[config.mk]
export PLATFORM = sky130hd
export DESIGN_NAME = uart_frame_parser_flat
export DESIGN_NICKNAME = d
export VERILOG_FILES = /design/src/rtl/uart_pkg.sv /design/src/rtl/uart_frame_parser_if.sv /design/src/rtl/uart_byte_timer.sv /design/src/rtl/uart_frame_parser.sv /design/src/flat_wrapper.sv
export SDC_FILE = /design/constraint.sdc
export NUM_CORES = 1
export LEC_CHECK = 0
export CORE_ASPECT_RATIO = 0.75
export CORE_MARGIN = 4
export CORE_UTILIZATION = 40
export DETAILED_ROUTE_END_ITERATION = 16
export HOLD_SLACK_MARGIN = 0.12
export SETUP_SLACK_MARGIN = 0.02
export SKIP_CTS_REPAIR_TIMING = 1
export SYNTH_ARGS = -nofsm -noshare
export SYNTH_HDL_FRONTEND = slang
export SYNTH_SLANG_ARGS = --single-unit
export TNS_END_PERCENT = 10
[constraint.sdc]
create_clock -name clk -period 2.25 [get_ports clk]
set_input_delay 0.45 -clock clk [delete_from_list [all_inputs] [get_ports clk]]
set_output_delay 0.45 -clock clk [all_outputs]
set_load 0.005 [all_outputs]
[src/rtl/uart_pkg.sv]
// Shared UART definitions: parser states, SOF marker, byte-time math.
// UART_PARSER_TIMEOUT_EN enables the parser inter-byte timeout.
package uart_pkg;

  typedef enum logic [1:0] {
    ST_IDLE,
    ST_LEN,
    ST_PAYLOAD,
    ST_CSUM
  } state_e;

  localparam logic [7:0] SOF = 8'hA5;
  localparam int BITS_PER_BYTE = 10;

  function automatic int byte_cycles(
    input int clk_hz,
    input int baud,
    input int nbytes
  );
    longint c;
    c = longint'(nbytes) * BITS_PER_BYTE * clk_hz;
    return int'(c / baud);
  endfunction

endpackage

[src/rtl/uart_frame_parser_if.sv]
// Byte-stream handshake bundle used on both sides of the parser.
// Optional timeout feature: UART_PARSER_TIMEOUT_EN.
interface uart_frame_parser_if;
  logic [7:0] tdata;
  logic       tvalid;
  logic       tready;
  logic       tlast;
  logic       tuser;

  modport master (
    output tdata, tvalid, tlast, tuser,
    input  tready
  );

  modport slave (
    input  tdata, tvalid, tlast, tuser,
    output tready
  );
endinterface

[src/rtl/uart_byte_timer.sv]
// Idle-cycle counter: pulses expire after LIMIT cycles without clr.
// Used by the parser only when UART_PARSER_TIMEOUT_EN is defined.
module uart_byte_timer #(
  parameter int LIMIT = 400
) (
  input  logic clk,
  input  logic rst_n,
  input  logic run,
  input  logic clr,
  output logic expire
);

  localparam int W = $clog2(LIMIT + 1);

  logic [W-1:0] cnt;

  always_ff @(posedge clk or negedge rst_n) begin
    if (!rst_n) begin
      cnt    <= '0;
      expire <= 1'b0;
    end else begin
      expire <= 1'b0;
      if (clr || !run) begin
        cnt <= '0;
      end else if (cnt == W'(LIMIT - 1)) begin
        cnt    <= '0;
        expire <= 1'b1;
      end else begin
        cnt <= cnt + 1'b1;
      end
    end
  end

endmodule

[src/rtl/uart_frame_parser.sv]
// SOF/LEN/payload/CSUM frame parser with a one-byte hold stage.
// Build option UART_PARSER_TIMEOUT_EN adds an inter-byte timeout.
module uart_frame_parser
  import uart_pkg::*;
#(
  parameter int CLK_FREQ      = 50_000_000,
  parameter int BAUD_RATE     = 9600,
  parameter int TIMEOUT_BYTES = 4
) (
  input  logic clk,
  input  logic rst_n,
  uart_frame_parser_if.slave  s_axis,
  uart_frame_parser_if.master m_axis,
  output logic frame_ok,
  output logic frame_err
);

  localparam int TMO_CYC =
    byte_cycles(CLK_FREQ, BAUD_RATE, TIMEOUT_BYTES);

  state_e     state;
  logic [7:0] cnt;
  logic [7:0] sum;
  logic [7:0] hold;
  logic       hold_v;
  logic [7:0] m_data;
  logic       m_valid;
  logic       m_last;
  logic       m_user;

  logic       slot_free;
  logic       rdy;
  logic       acc;
  logic [7:0] nsum;
  logic       good;
  logic       unused_ok;

  assign slot_free = !m_valid || m_axis.tready;
  assign acc       = s_axis.tvalid && s_axis.tready;
  assign nsum      = sum + s_axis.tdata;
  assign good      = (nsum == 8'h00);
  assign unused_ok =
    ^{s_axis.tlast, s_axis.tuser, TMO_CYC[0]};

`ifdef UART_PARSER_TIMEOUT_EN
  logic flush;
  logic tmo;

  uart_byte_timer #(
    .LIMIT (TMO_CYC)
  ) u_timer (
    .clk    (clk),
    .rst_n  (rst_n),
    .run    (state != ST_IDLE),
    .clr    (acc),
    .expire (tmo)
  );
`endif

  always_comb begin
    rdy = 1'b1;
    unique case (state)
      ST_PAYLOAD, ST_CSUM: rdy = slot_free;
      default:             rdy = 1'b1;
    endcase
`ifdef UART_PARSER_TIMEOUT_EN
    // an aborted frame's byte must leave before new payload
    if (flush && (state == ST_PAYLOAD || state == ST_CSUM))
      rdy = 1'b0;
`endif
  end

  assign s_axis.tready = rst_n && rdy;

  assign m_axis.tdata  = m_data;
  assign m_axis.tvalid = m_valid;
  assign m_axis.tlast  = m_last;
  assign m_axis.tuser  = m_user;

  always_ff @(posedge clk or negedge rst_n) begin
    if (!rst_n) begin
      state     <= ST_IDLE;
      cnt       <= '0;
      sum       <= '0;
      hold      <= '0;
      hold_v    <= 1'b0;
      m_data    <= '0;
      m_valid   <= 1'b0;
      m_last    <= 1'b0;
      m_user    <= 1'b0;
      frame_ok  <= 1'b0;
      frame_err <= 1'b0;
`ifdef UART_PARSER_TIMEOUT_EN
      flush     <= 1'b0;
`endif
    end else begin
      frame_ok  <= 1'b0;
      frame_err <= 1'b0;
      if (m_valid && m_axis.tready)
        m_valid <= 1'b0;
      if (acc) begin
        unique case (state)
          ST_IDLE: begin
            if (s_axis.tdata == SOF) begin
              state <= ST_LEN;
              sum   <= '0;
            end
          end
          ST_LEN: begin
            cnt   <= s_axis.tdata;
            sum   <= nsum;
            state <= (s_axis.tdata != 8'h00) ?
                     ST_PAYLOAD : ST_CSUM;
          end
          ST_PAYLOAD: begin
            sum    <= nsum;
            cnt    <= cnt - 8'd1;
            hold   <= s_axis.tdata;
            hold_v <= 1'b1;
            if (hold_v) begin
              m_data  <= hold;
              m_last  <= 1'b0;
              m_user  <= 1'b0;
              m_valid <= 1'b1;
            end
            if (cnt == 8'd1)
              state <= ST_CSUM;
          end
          ST_CSUM: begin
            if (hold_v) begin
              m_data  <= hold;
              m_last  <= 1'b1;
              m_user  <= !good;
              m_valid <= 1'b1;
            end
            hold_v    <= 1'b0;
            frame_ok  <= good;
            frame_err <= !good;
            state     <= ST_IDLE;
          end
          default: state <= ST_IDLE;
        endcase
      end
`ifdef UART_PARSER_TIMEOUT_EN
      else if (tmo) begin
        state     <= ST_IDLE;
        frame_err <= 1'b1;
        flush     <= hold_v;
      end else if (flush && slot_free) begin
        m_data  <= hold;
        m_last  <= 1'b1;
        m_user  <= 1'b1;
        m_valid <= 1'b1;
        hold_v  <= 1'b0;
        flush   <= 1'b0;
      end
`endif
    end
  end

endmodule

[src/flat_wrapper.sv]
// flat-port wrapper written by rule: the top's interface ports become plain ports
module uart_frame_parser_flat import uart_pkg::*;
#(
  parameter int CLK_FREQ      = 50_000_000,
  parameter int BAUD_RATE     = 9600,
  parameter int TIMEOUT_BYTES = 4
)
  (clk, rst_n, frame_ok, frame_err, s_axis_tdata, s_axis_tvalid, s_axis_tlast, s_axis_tuser, s_axis_tready, m_axis_tdata, m_axis_tvalid, m_axis_tlast, m_axis_tuser, m_axis_tready);
  uart_frame_parser_if s_axis_i ();
  uart_frame_parser_if m_axis_i ();
  input  logic clk;
  input  logic rst_n;
  output logic frame_ok;
  output logic frame_err;
  input wire logic [$bits(s_axis_i.tdata)-1:0] s_axis_tdata;
  input wire logic [$bits(s_axis_i.tvalid)-1:0] s_axis_tvalid;
  input wire logic [$bits(s_axis_i.tlast)-1:0] s_axis_tlast;
  input wire logic [$bits(s_axis_i.tuser)-1:0] s_axis_tuser;
  output wire logic [$bits(s_axis_i.tready)-1:0] s_axis_tready;
  output wire logic [$bits(m_axis_i.tdata)-1:0] m_axis_tdata;
  output wire logic [$bits(m_axis_i.tvalid)-1:0] m_axis_tvalid;
  output wire logic [$bits(m_axis_i.tlast)-1:0] m_axis_tlast;
  output wire logic [$bits(m_axis_i.tuser)-1:0] m_axis_tuser;
  input wire logic [$bits(m_axis_i.tready)-1:0] m_axis_tready;
  assign s_axis_i.tdata = s_axis_tdata;
  assign s_axis_i.tvalid = s_axis_tvalid;
  assign s_axis_i.tlast = s_axis_tlast;
  assign s_axis_i.tuser = s_axis_tuser;
  assign s_axis_tready = s_axis_i.tready;
  assign m_axis_tdata = m_axis_i.tdata;
  assign m_axis_tvalid = m_axis_i.tvalid;
  assign m_axis_tlast = m_axis_i.tlast;
  assign m_axis_tuser = m_axis_i.tuser;
  assign m_axis_i.tready = m_axis_tready;
  uart_frame_parser #(.CLK_FREQ(CLK_FREQ), .BAUD_RATE(BAUD_RATE), .TIMEOUT_BYTES(TIMEOUT_BYTES)) u_core (.clk(clk), .rst_n(rst_n), .s_axis(s_axis_i), .m_axis(m_axis_i), .frame_ok(frame_ok), .frame_err(frame_err));
endmodule
==> results by group, run 1 <==
Power
  – Max VDD drop: 0.556 mV
  – Reg power frac: 34.2%
  – Comb power frac: 53.9%
  – P_int: 2.33 mW
  – Static Leak: 1.39 nW
  – Pwr per Cell Area: 1230 nW/um^2
  – Clk pwr share: 12.0%
  – Psw: 1.43 mW
  – Switching Share: 38.1%

Synthesis
  – Syn avg cell area: 10.8 sq um
  – Seq/Total Area, Yosys: 45.1%
  – Cell Area, Synth: 2220 sq um
  – Synth Flop Type: dfrtp_1
  – Syn_nets: 235
  – Top cell type's share of synthesized area: 45.1%
  – Number of synthesized register bits: 40
  – Count of cell types in the netlist: 51
  – Async S/R FF share, synth: 100%
  – YS warnings: 0
  – EDFF count, synth: 0
  – Area contributors post-synth: dfrtp_1 (45%), ha_1 (7.9%), mux2_2 (5.1%), mux2_1 (4.1%), a22o_1 (2.8%)
  – Top cell type by total area after synthesis: dfrtp_1
  – Syn Inst Count: 206

Timing
  – Tmin final: 2.18 ns
  – Hold Vio Cnt, Final: 0
  – Final period util: 97.0%
  – Least-Margin Pin Slew: 0.483 ns
  – Minimum hold slack: 0.184 ns
  – RSZ-0062 raised after global routing: true
  – Clock Skew: 0.00504 ns
  – Relative max-transition margin: 67.7%
  – Slew Viols, Final: 0
  – # setup viols final: 0
  – Setup_tns: 0 ns
  – Worst setup margin: 0.0675 ns
  – F_max: 458 MHz

CTS
  – Worst-Skew Late Latency: 0.28 ns
  – Root buf cell: clkbuf_8
  – H-tree levels: 2
  – Cts bufs inserted: 5
  – # clock sinks: 40
  – CTS tree: yes
  – Clock Pin Slew Worst Setup and Hold Paths: 0.07 ns
  – Longest Clk Path Bufs: 2

Worst setup path
  – Element type at the critical path end: flop
  – Data required, critical path: 2.42 ns
  – Reg2Reg Launch Point: u_core.sum[0]
  – R2R Setup Slk: 0.18 ns
  – Reg2reg path depth: 8
  – Setup CP Type: input pin to flop
  – Crit path arrival time: 2.36 ns
  – Reg2reg end: u_core.frame_err
  – Maximum fanout along the worst path: 5
  – CP startpoint kind: input pin

Place
  – IO Port Bufs: 25
  – DP Wirelength: 4210 um
  – GP Congestion: 0.836
  – Pre-CTS setup slack: -0.533 ns

Global routing
  – Initial antenna violation count: 0
  – Vias in the first global route: 1945
  – First-pass GRT wire length: 9520 um
  – GR Overflow Total: 0
  – Global-route usage over all layers: 17.8%
  – Largest net degree at the start of global routing: 33

Cells and area
  – Commonest non-fill, non-tap cells in the layout: dfrtp_1 (39), buf_4 (37), clkdlybuf4s50_1 (18)
  – Synth-to-Final Area Change: 37.3%
  – Total Nets Final: 302
  – N_diodes: 0
  – Fill count: 499
  – Final core utilization: 56.9%
  – Layout cells sized above 1: 31.1%
  – Most common cell after layout, fill and taps aside: dfrtp_1

Floorplanning
  – Die footprint: 6810 sq um
  – Initial Utilization: 41.4%
  – Core area: 5350 sq um
  – Die Span Y: 72.5 um
  – Die Width: 94.0 um
  – Row count: 23
  – I/O Pins: 28

Route
  – Via count: 1828
  – DR DRC count: 0
  – Detail Route Antenna Nets: 0
  – DR iter-0 viols: 119
  – Routed WL per cell: 16.4 um
  – Vias per cell: 5.25
  – DRT Pass-1 Iters: 4
  – Final WL: 5710 um

Outcome
  – Outcome: complete, no violations

Flow run
  – Max cap viols: 0

Worst hold path
  – Hold WC Path Type: input pin to asynchronous set/reset pin
-- worst max-delay path by stage --
stage	from	end	slack, ns	cells after the start
2_1_floorplan	s_axis_tdata[0]	u_core.m_axis.tuser	0.03	7
3_3_place_gp	s_axis_tdata[0]	u_core.m_axis.tuser	-0.47	8
3_5_place_dp	s_axis_tdata[0]	u_core.m_axis.tuser	-0.53	9
4_1_cts	s_axis_tdata[0]	u_core.frame_err	-0.23	8
5_1_grt	u_core.state[0]	s_axis_tready	-0.0009	5
6_report	s_axis_tdata[3]	u_core.frame_ok	0.07	8
-- synth_stat cells (all sizes together), types with 2 or more instances --
cell type  number
ha             14
a21o            3
nor4            2
clkbuf          2
a22o            7
o211ai          3
nand4           2
nand2          11
nor2b           4
inv             6
o21a            2
o31ai           3
nand3           7
a21oi          11
or2             2
nand2b          3
dfrtp          40
a211oi          2
mux2           18
or4             2
o22ai           6
o21ai          12
nor3            4
nor2           17
-- flip-flops by register name, summed over array words and instances, names as in the netlist, 2 cells and up --
register,count
u_core.cnt,8
u_core.hold,8
u_core.m_axis.tdata,8
u_core.state,2
u_core.sum,8
-- metal layers --
metal / wire (um) / share of wire (%) / track usage (%)
met5: 0 / 0 / 0
met4: 12 / 0.21 / 2.40
met3: 215 / 3.8 / 3.94
met2: 2550 / 45 / 28.2
met1: 2930 / 51 / 25.7
-- cell families (layout without fill, tap and decap cells) --
| kind of cell | Yosys count | in the layout | synth area share (%) |
|---|---|---|---|
| buffers and inverters | 9 | 76 | 1.58 |
| xor gates and xnor gates | 2 | 2 | 0.790 |
| adders and majority gates | 15 | 15 | 8.80 |
| muxes | 18 | 18 | 9.14 |
| and+or+nand+nor | 62 | 62 | 15.2 |
| AOI/OAI and AO/OA | 60 | 60 | 19.3 |
| DFF | 40 | 40 | 45.1 |
-- cell type report --
cell class | instances | area [sq um] | area share [%]
flip-flops and latches | 40 | 1000 | 32.9
repair buffers | 63 | 558 | 18.3
multi-input cells | 157 | 1290 | 42.4
inverters | 6 | 22.5 | 0.739
clock buffers | 6 | 72.6 | 2.38
well taps | 75 | 93.8 | 3.08
clock inverters | 1 | 5.00 | 0.164
-- power by group through the flow --
stage	clock, mW	sequential, mW	combinational (mW)
after floorplan	0	1.23	1.13
after global placement	0	1.27	1.81
after CTS	0.463	1.26	1.86
after detailed placement	0	1.27	1.85
final	0.450	1.28	2.03
after global routing	0.497	1.33	2.25
-- per-stage QoR --
step | instance area (sq um) | instances | power (mW)
floorplan | 2220 | 206 | 2.36
global placement | 2840 | 341 | 3.08
detailed placement | 2840 | 341 | 3.12
CTS | 2920 | 348 | 3.58
global route | 3050 | 348 | 4.08
finish | 3050 | 348 | 3.76
-- critical path, cell delays in order --
cell	delay, ns
clkdlybuf4s50_1	0.52
ha_1	0.23
buf_4	0.16
o21ai_0	0.10
or4b_1	0.50
o2111ai_2	0.14
nor2_2	0.08
and3_1	0.17
No activity file was read; power rests on OpenSTA's default activity.
==> run 2, diff against run 1 <==
--- a/config.mk
+++ b/config.mk
@@ -11,7 +11,6 @@
 export DETAILED_ROUTE_END_ITERATION = 16
 export HOLD_SLACK_MARGIN = 0.12
 export SETUP_SLACK_MARGIN = 0.02
-export SKIP_CTS_REPAIR_TIMING = 1
 export SYNTH_ARGS = -nofsm -noshare
 export SYNTH_HDL_FRONTEND = slang
 export SYNTH_SLANG_ARGS = --single-unit
==> run 2 against run 1 <==
Net effect:
- flip-flop and latch count stayed put
- first-iteration DRC count is 9.2% lower
- final area is 0.49% higher
==> results by group, run 2 (synthesis results as in run 1) <==
Route
  – Final WL: 5700 um (was 5710 um)
  – DR DRC count: 0 (unchanged)
  – Routed WL per cell: 16.2 um (was 16.4 um)
  – DR iter-0 viols: 108 (was 119)
  – Via count: 1832 (was 1828)
  – Detail Route Antenna Nets: 0 (unchanged)
  – DRT Pass-1 Iters: 4 (unchanged)
  – Vias per cell: 5.22 (was 5.25)

Cells and area
  – Fill count: 500 (was 499)
  – N_diodes: 0 (unchanged)
  – Synth-to-Final Area Change: 38.0% (was 37.3%)
  – Seq. cell area: 1000 sq um (about the same)
  – Multi-input logic area: 1300 sq um (was 1290 sq um)
  – Total Nets Final: 305 (was 302)
  – Final core utilization: 57.2% (was 56.9%)
  – Commonest non-fill, non-tap cells in the layout: buf_4 (40), dfrtp_1 (40), clkdlybuf4s50_1 (18) (was dfrtp_1 (39), buf_4 (37), clkdlybuf4s50_1 (18))
  – Layout cells sized above 1: 31.2% (was 31.1%)

Global routing
  – Largest net degree at the start of global routing: 33 (unchanged)
  – Initial antenna violation count: 0 (unchanged)
  – Vias in the first global route: 1962 (was 1945)
  – First-pass GRT wire length: 9790 um (was 9520 um)
  – GR Overflow Total: 0 (unchanged)
  – Global-route usage over all layers: 18.5% (was 17.8%)

Worst setup path
  – Maximum fanout along the worst path: 4 (was 5)
  – R2R Setup Slk: 0.19 ns (was 0.18 ns)
  – CP max stage cell: clkdlybuf4s50_1 (unchanged)
  – Reg2reg path depth: 8 (unchanged)
  – Crit path arrival time: 1.73 ns (was 2.36 ns)
  – Crit path largest cell delay: 0.50 ns (was 0.52 ns)
  – CP startpoint kind: flop (was input pin)
  – Setup CP Type: flop to output port (was input pin to flop)
  – Data required, critical path: 1.80 ns (was 2.42 ns)
  – Element type at the critical path end: output port (was flop)
  – Crit-path cells: inv_2, ha_2, nor2_4, o21a_1, clkdlybuf4s50_1 (was clkdlybuf4s50_1, ha_1, buf_4, o21ai_0, or4b_1, o2111ai_2, nor2_2, and3_1)

CTS
  – Longest Clk Path Bufs: 2 (unchanged)
  – H-tree levels: 2 (unchanged)
  – Worst-Skew Late Latency: 0.29 ns (was 0.28 ns)
  – # clock sinks: 40 (unchanged)
  – Cts bufs inserted: 5 (unchanged)
  – Clock Pin Slew Worst Setup and Hold Paths: 0.07 ns (about the same)
  – CTS tree: yes (unchanged)
  – Root buf cell: clkbuf_8 (unchanged)

Timing
  – Worst setup margin: 0.0749 ns (was 0.0675 ns)
  – Clock Skew: 0.00552 ns (was 0.00504 ns)
  – Setup_tns: 0 ns (unchanged)
  – # setup viols final: 0 (unchanged)
  – Slew Viols, Final: 0 (unchanged)
  – RSZ-0062 raised after global routing: true (unchanged)
  – Least-Margin Pin Slew: 0.484 ns (was 0.483 ns)
  – Relative max-transition margin: 67.7% (about the same)
  – Hold Vio Cnt, Final: 0 (unchanged)
  – Final period util: 96.7% (was 97.0%)
  – F_max: 460 MHz (was 458 MHz)
  – Tmin final: 2.18 ns (about the same)

Floorplanning
  – Die Span Y: 72.5 um (unchanged)
  – Die footprint: 6810 sq um (unchanged)
  – Initial Utilization: 41.4% (unchanged)
  – I/O Pins: 28 (unchanged)
  – Core area: 5350 sq um (unchanged)
  – Die Width: 94.0 um (unchanged)
  – Row count: 23 (unchanged)

Power
  – Static Leak: 1.38 nW (was 1.39 nW)
  – Max VDD drop: 0.566 mV (was 0.556 mV)
  – Pwr per Cell Area: 1240 nW/um^2 (was 1230 nW/um^2)
  – Total power draw: 3.78 mW (was 3.76 mW)

Flow run
  – Max cap viols: 0 (unchanged)

Outcome
  – Outcome: complete, no violations (unchanged)

Worst hold path
  – Hold WC Path Type: input pin to asynchronous set/reset pin (unchanged)

Place
  – Pre-CTS setup slack: -0.533 ns (unchanged)
  – DP Wirelength: 4210 um (unchanged)
  – IO Port Bufs: 25 (unchanged)
  – GP Congestion: 0.836 (unchanged)
-- run 2: worst paths after layout --
kind | endpoint | start
max | s_axis_tready | u_core.state[0]
min | u_core.m_axis.tvalid | rst_n
max reg2reg | u_core.m_axis.tuser | u_core.sum[0]
min reg2reg | u_core.m_axis.tdata[7] | u_core.hold[7]
max in group asynchronous | u_core.sum[3] | rst_n
min in group clk | u_core.m_axis.tdata[7] | u_core.hold[7]
-- run 2: cell type report --
cell class | instances | area share [%]
repair buffers | 66 | 18.6
flip-flops and latches | 40 | 32.7
clock inverters | 1 | 0.163
clock buffers | 6 | 2.37
inverters | 6 | 0.736
multi-input cells | 157 | 42.4
well taps | 75 | 3.06
-- run 2: per-layer routing --
metal	part of all wire [%]	GRT usage (%)	up-vias	wire length (um)
met5	0	0	-	0
met4	0.47	3.85	0	27
met3	5.8	4.77	2	331
met2	44	29.2	40	2510
met1	50	25.8	880	2830
li1	-	-	910	-
-- run 2: timing repair --
action                                  CTS  global route
setup buffers                             3             0
hold buffers                              0             0
endpoints found under the setup margin   14            10
cloned                                    0             0
resized for setup                        16            10
pin swaps                                 2             1
-- run 2: through the flow --
stage	area, sq um	cells	hold slack [ns]
finish	3060	351	0.180
global route	3060	351	0.187
CTS	3010	351	0.178
detailed placement	2840	341	0.473
global placement	2840	341	0.464
floorplan	2220	206	0.154
-- run 2: where the power goes --
part | leakage (nW) | switching, mW | internal (mW) | total, mW
logic | 0.830 | 0.930 | 1.12 | 2.05
clock network | 0.0410 | 0.239 | 0.211 | 0.450
registers | 0.507 | 0.255 | 1.03 | 1.28
total | 1.38 | 1.42 | 2.36 | 3.78
-- run 2: critical path: cells and delay by family (launching register included) --
family,cells,cell delay [ns]
flip-flops,1,0.41
adder cells (fa/ha/maj),1,0.21
AND/OR/NAND/NOR,1,0.11
AO/OA/AOI/OAI,1,0.14
buffers and inverters,2,0.58
==> run 3, diff against run 2 <==
--- a/config.mk
+++ b/config.mk
@@ -8,6 +8,7 @@
 export CORE_ASPECT_RATIO = 0.75
 export CORE_MARGIN = 4
 export CORE_UTILIZATION = 40
+export CTS_CLUSTER_SIZE = 24
 export DETAILED_ROUTE_END_ITERATION = 16
 export HOLD_SLACK_MARGIN = 0.12
 export SETUP_SLACK_MARGIN = 0.02
==> constraint.sdc (replaced) <==
create_clock -name clk -period 2.2 [get_ports clk]
set_input_delay 0.44 -clock clk [delete_from_list [all_inputs] [get_ports clk]]
set_output_delay 0.44 -clock clk [all_outputs]
set_load 0.005 [all_outputs]
==> run 3 against run 2 <==
Net effect:
- sequential power about the same
- non-clock buffer count unchanged
- power increased by 3.9%
- flip-flop and latch count unchanged
- largest power group unchanged
- critical path type unchanged
==> results by group, run 3 (synthesis results as in run 1) <==
Cells and area
  – Final core utilization: 57.5% (was 57.2%)
  – Total Nets Final: 305 (unchanged)
  – Multi-input logic area: 1290 sq um (was 1300 sq um)
  – Finished layout cell area: 3080 sq um (was 3060 sq um)
  – N_diodes: 0 (unchanged)
  – Fill count: 463 (was 500)
  – Seq. cell area: 1000 sq um (unchanged)
  – Commonest non-fill, non-tap cells in the layout: dfrtp_1 (40), buf_4 (38), clkdlybuf4s50_1 (19) (was buf_4 (40), dfrtp_1 (40), clkdlybuf4s50_1 (18))
  – Final Non-Filler Cells: 351 (unchanged)
  – Synth-to-Final Area Change: 38.7% (was 38.0%)
  – Most common cell after layout, fill and taps aside: dfrtp_1
  – Layout cells sized above 1: 31.9% (was 31.2%)

Timing
  – # setup viols final: 0 (unchanged)
  – Least-Margin Pin Slew: 0.559 ns (was 0.484 ns)
  – F_max: 466 MHz
  – Clock Skew: 0.00801 ns (was 0.00552 ns)
  – RSZ-0062 raised after global routing: true (unchanged)
  – Tmin final: 2.15 ns
  – Minimum hold slack: 0.171 ns (was 0.180 ns)
  – Final period util: 97.5%
  – Slew Viols, Final: 0 (unchanged)
  – Hold Vio Cnt, Final: 0 (unchanged)
  – Relative max-transition margin: 62.5% (was 67.7%)

Global routing
  – Initial antenna violation count: 0 (unchanged)
  – GR Overflow Total: 0 (unchanged)
  – Global-route usage over all layers: 17.6% (was 18.5%)
  – Largest net degree at the start of global routing: 26 (was 33)
  – First-pass GRT wire length: 9290 um (was 9790 um)
  – Vias in the first global route: 1862 (was 1962)

Worst setup path
  – Element type at the critical path end: output port (unchanged)
  – CP startpoint kind: flop (unchanged)
  – Setup CP Type: flop to output port (unchanged)
  – Maximum fanout along the worst path: 3 (was 4)
  – Crit path arrival time: 1.71 ns (was 1.73 ns)
  – Reg2reg path depth: 7 (was 8)
  – Data required, critical path: 1.76 ns (was 1.80 ns)

Place
  – DP Wirelength: 4180 um (was 4210 um)
  – Placed Instances: 340 (was 341)
  – GP Congestion: 0.820 (was 0.836)
  – IO Port Bufs: 25 (unchanged)
  – DP Area: 2850 sq um (was 2840 sq um)

Route
  – Detail Route Antenna Nets: 0 (unchanged)
  – Routed WL per cell: 15.8 um (was 16.2 um)
  – Via count: 1854 (was 1832)
  – DR DRC count: 0 (unchanged)
  – Final WL: 5530 um (was 5700 um)
  – Vias per cell: 5.28 (was 5.22)
  – DR iter-0 viols: 87 (was 108)
  – DRT Pass-1 Iters: 4 (unchanged)

Floorplanning
  – Die footprint: 6810 sq um (unchanged)
  – Core area: 5350 sq um (unchanged)
  – Die Span Y: 72.5 um (unchanged)
  – Row count: 23 (unchanged)
  – Die Width: 94.0 um (unchanged)
  – I/O Pins: 28 (unchanged)
  – Initial Utilization: 41.4% (unchanged)

CTS
  – Longest Clk Path Bufs: 2 (unchanged)
  – H-tree levels: 2 (unchanged)
  – Clock Pin Slew Worst Setup and Hold Paths: 0.08 ns (was 0.07 ns)
  – Worst-Skew Late Latency: 0.29 ns (about the same)
  – # clock sinks: 40 (unchanged)
  – CTS tree: yes (unchanged)
  – Cts bufs inserted: 5 (unchanged)
  – Root buf cell: clkbuf_8 (unchanged)

Outcome
  – Outcome: complete, no violations (unchanged)

Power
  – Pwr per Cell Area: 1280 nW/um^2 (was 1240 nW/um^2)
  – Static Leak: 1.39 nW (was 1.38 nW)
  – Max VDD drop: 0.538 mV (was 0.566 mV)

Worst hold path
  – Hold WC Path Type: input pin to asynchronous set/reset pin (unchanged)

Flow run
  – Max cap viols: 0 (unchanged)
## run 3: cell types whose count changed in the layout (fill, tap and decap cells not counted), sizes merged
cell,delta
dlymetal6s2s,-1
buf,-1
clkbuf,+2
clkdlybuf4s50,+1
dlygate4sd2,-1
dlygate4sd3,+1
clkinv,-1
## run 3: cell type report
type	count	share of cell area, %
Multi-Input combinational cell	157	41.8
Sequential cell	40	32.5
Timing Repair Buffer	66	18.8
Clock buffer	7	3.13
Tap cell	75	3.05
Inverter	6	0.732
## run 3: worst paths after layout
| check | start | to | slack (ns) |
|---|---|---|---|
| max in group asynchronous | rst_n | u_core.hold[6] | 1.36 |
| max | u_core.state[0] | s_axis_tready | 0.05 |
| min reg2reg | u_core.hold[4] | u_core.m_axis.tdata[4] | 0.48 |
| min in group clk | u_core.hold[4] | u_core.m_axis.tdata[4] | 0.48 |
| min | rst_n | u_core.m_axis.tdata[0] | 0.17 |
| max reg2reg | u_core.sum[0] | u_core.frame_ok | 0.10 |
## run 3: critical path: stages, from the launching register on
cell and delay, ns:
dfrtp_1 0.41, inv_2 0.07, ha_2 0.21, nor2_4 0.10
o21a_1 0.13, clkdlybuf4s50_1 0.50
## run 3: repair_timing
item / CTS / global route
endpoints found under the hold margin: 4 / 0
resized for setup: 16 / 11
pin swaps: 2 / 3
buffers inserted: 1 / 2
hold buffers: 1 / 0
setup endpoints to repair: 14 / 8
## run 3: power breakdown
group	total, mW	switching (mW)	leakage, nW	internal [mW]
Clock	0.532	0.252	0.0503	0.279
Combinational	2.09	0.961	0.830	1.13
Sequential	1.31	0.255	0.507	1.05
## run 3: metal layers
| layer | up-vias | GRT usage, % | routed length, um |
|---|---|---|---|
| met5 | - | 0 | 0 |
| met4 | 0 | 4.33 | 48 |
| met3 | 8 | 3.52 | 181 |
| met2 | 32 | 24.6 | 2300 |
| met1 | 897 | 27.5 | 3010 |
| li1 | 917 | - | - |
## run 3: stage by stage
stage / TNS [ns] / total power, mW / setup WS, ns
2_1_floorplan: 0 / 2.42 / 0.0815
3_3_place_gp: -5.76 / 3.15 / -0.570
3_5_place_dp: -6.20 / 3.18 / -0.647
4_1_cts: 0 / 3.84 / 0.0110
5_1_grt: -0.00705 / 4.24 / -0.00386
6_report: 0 / 3.93 / 0.0541
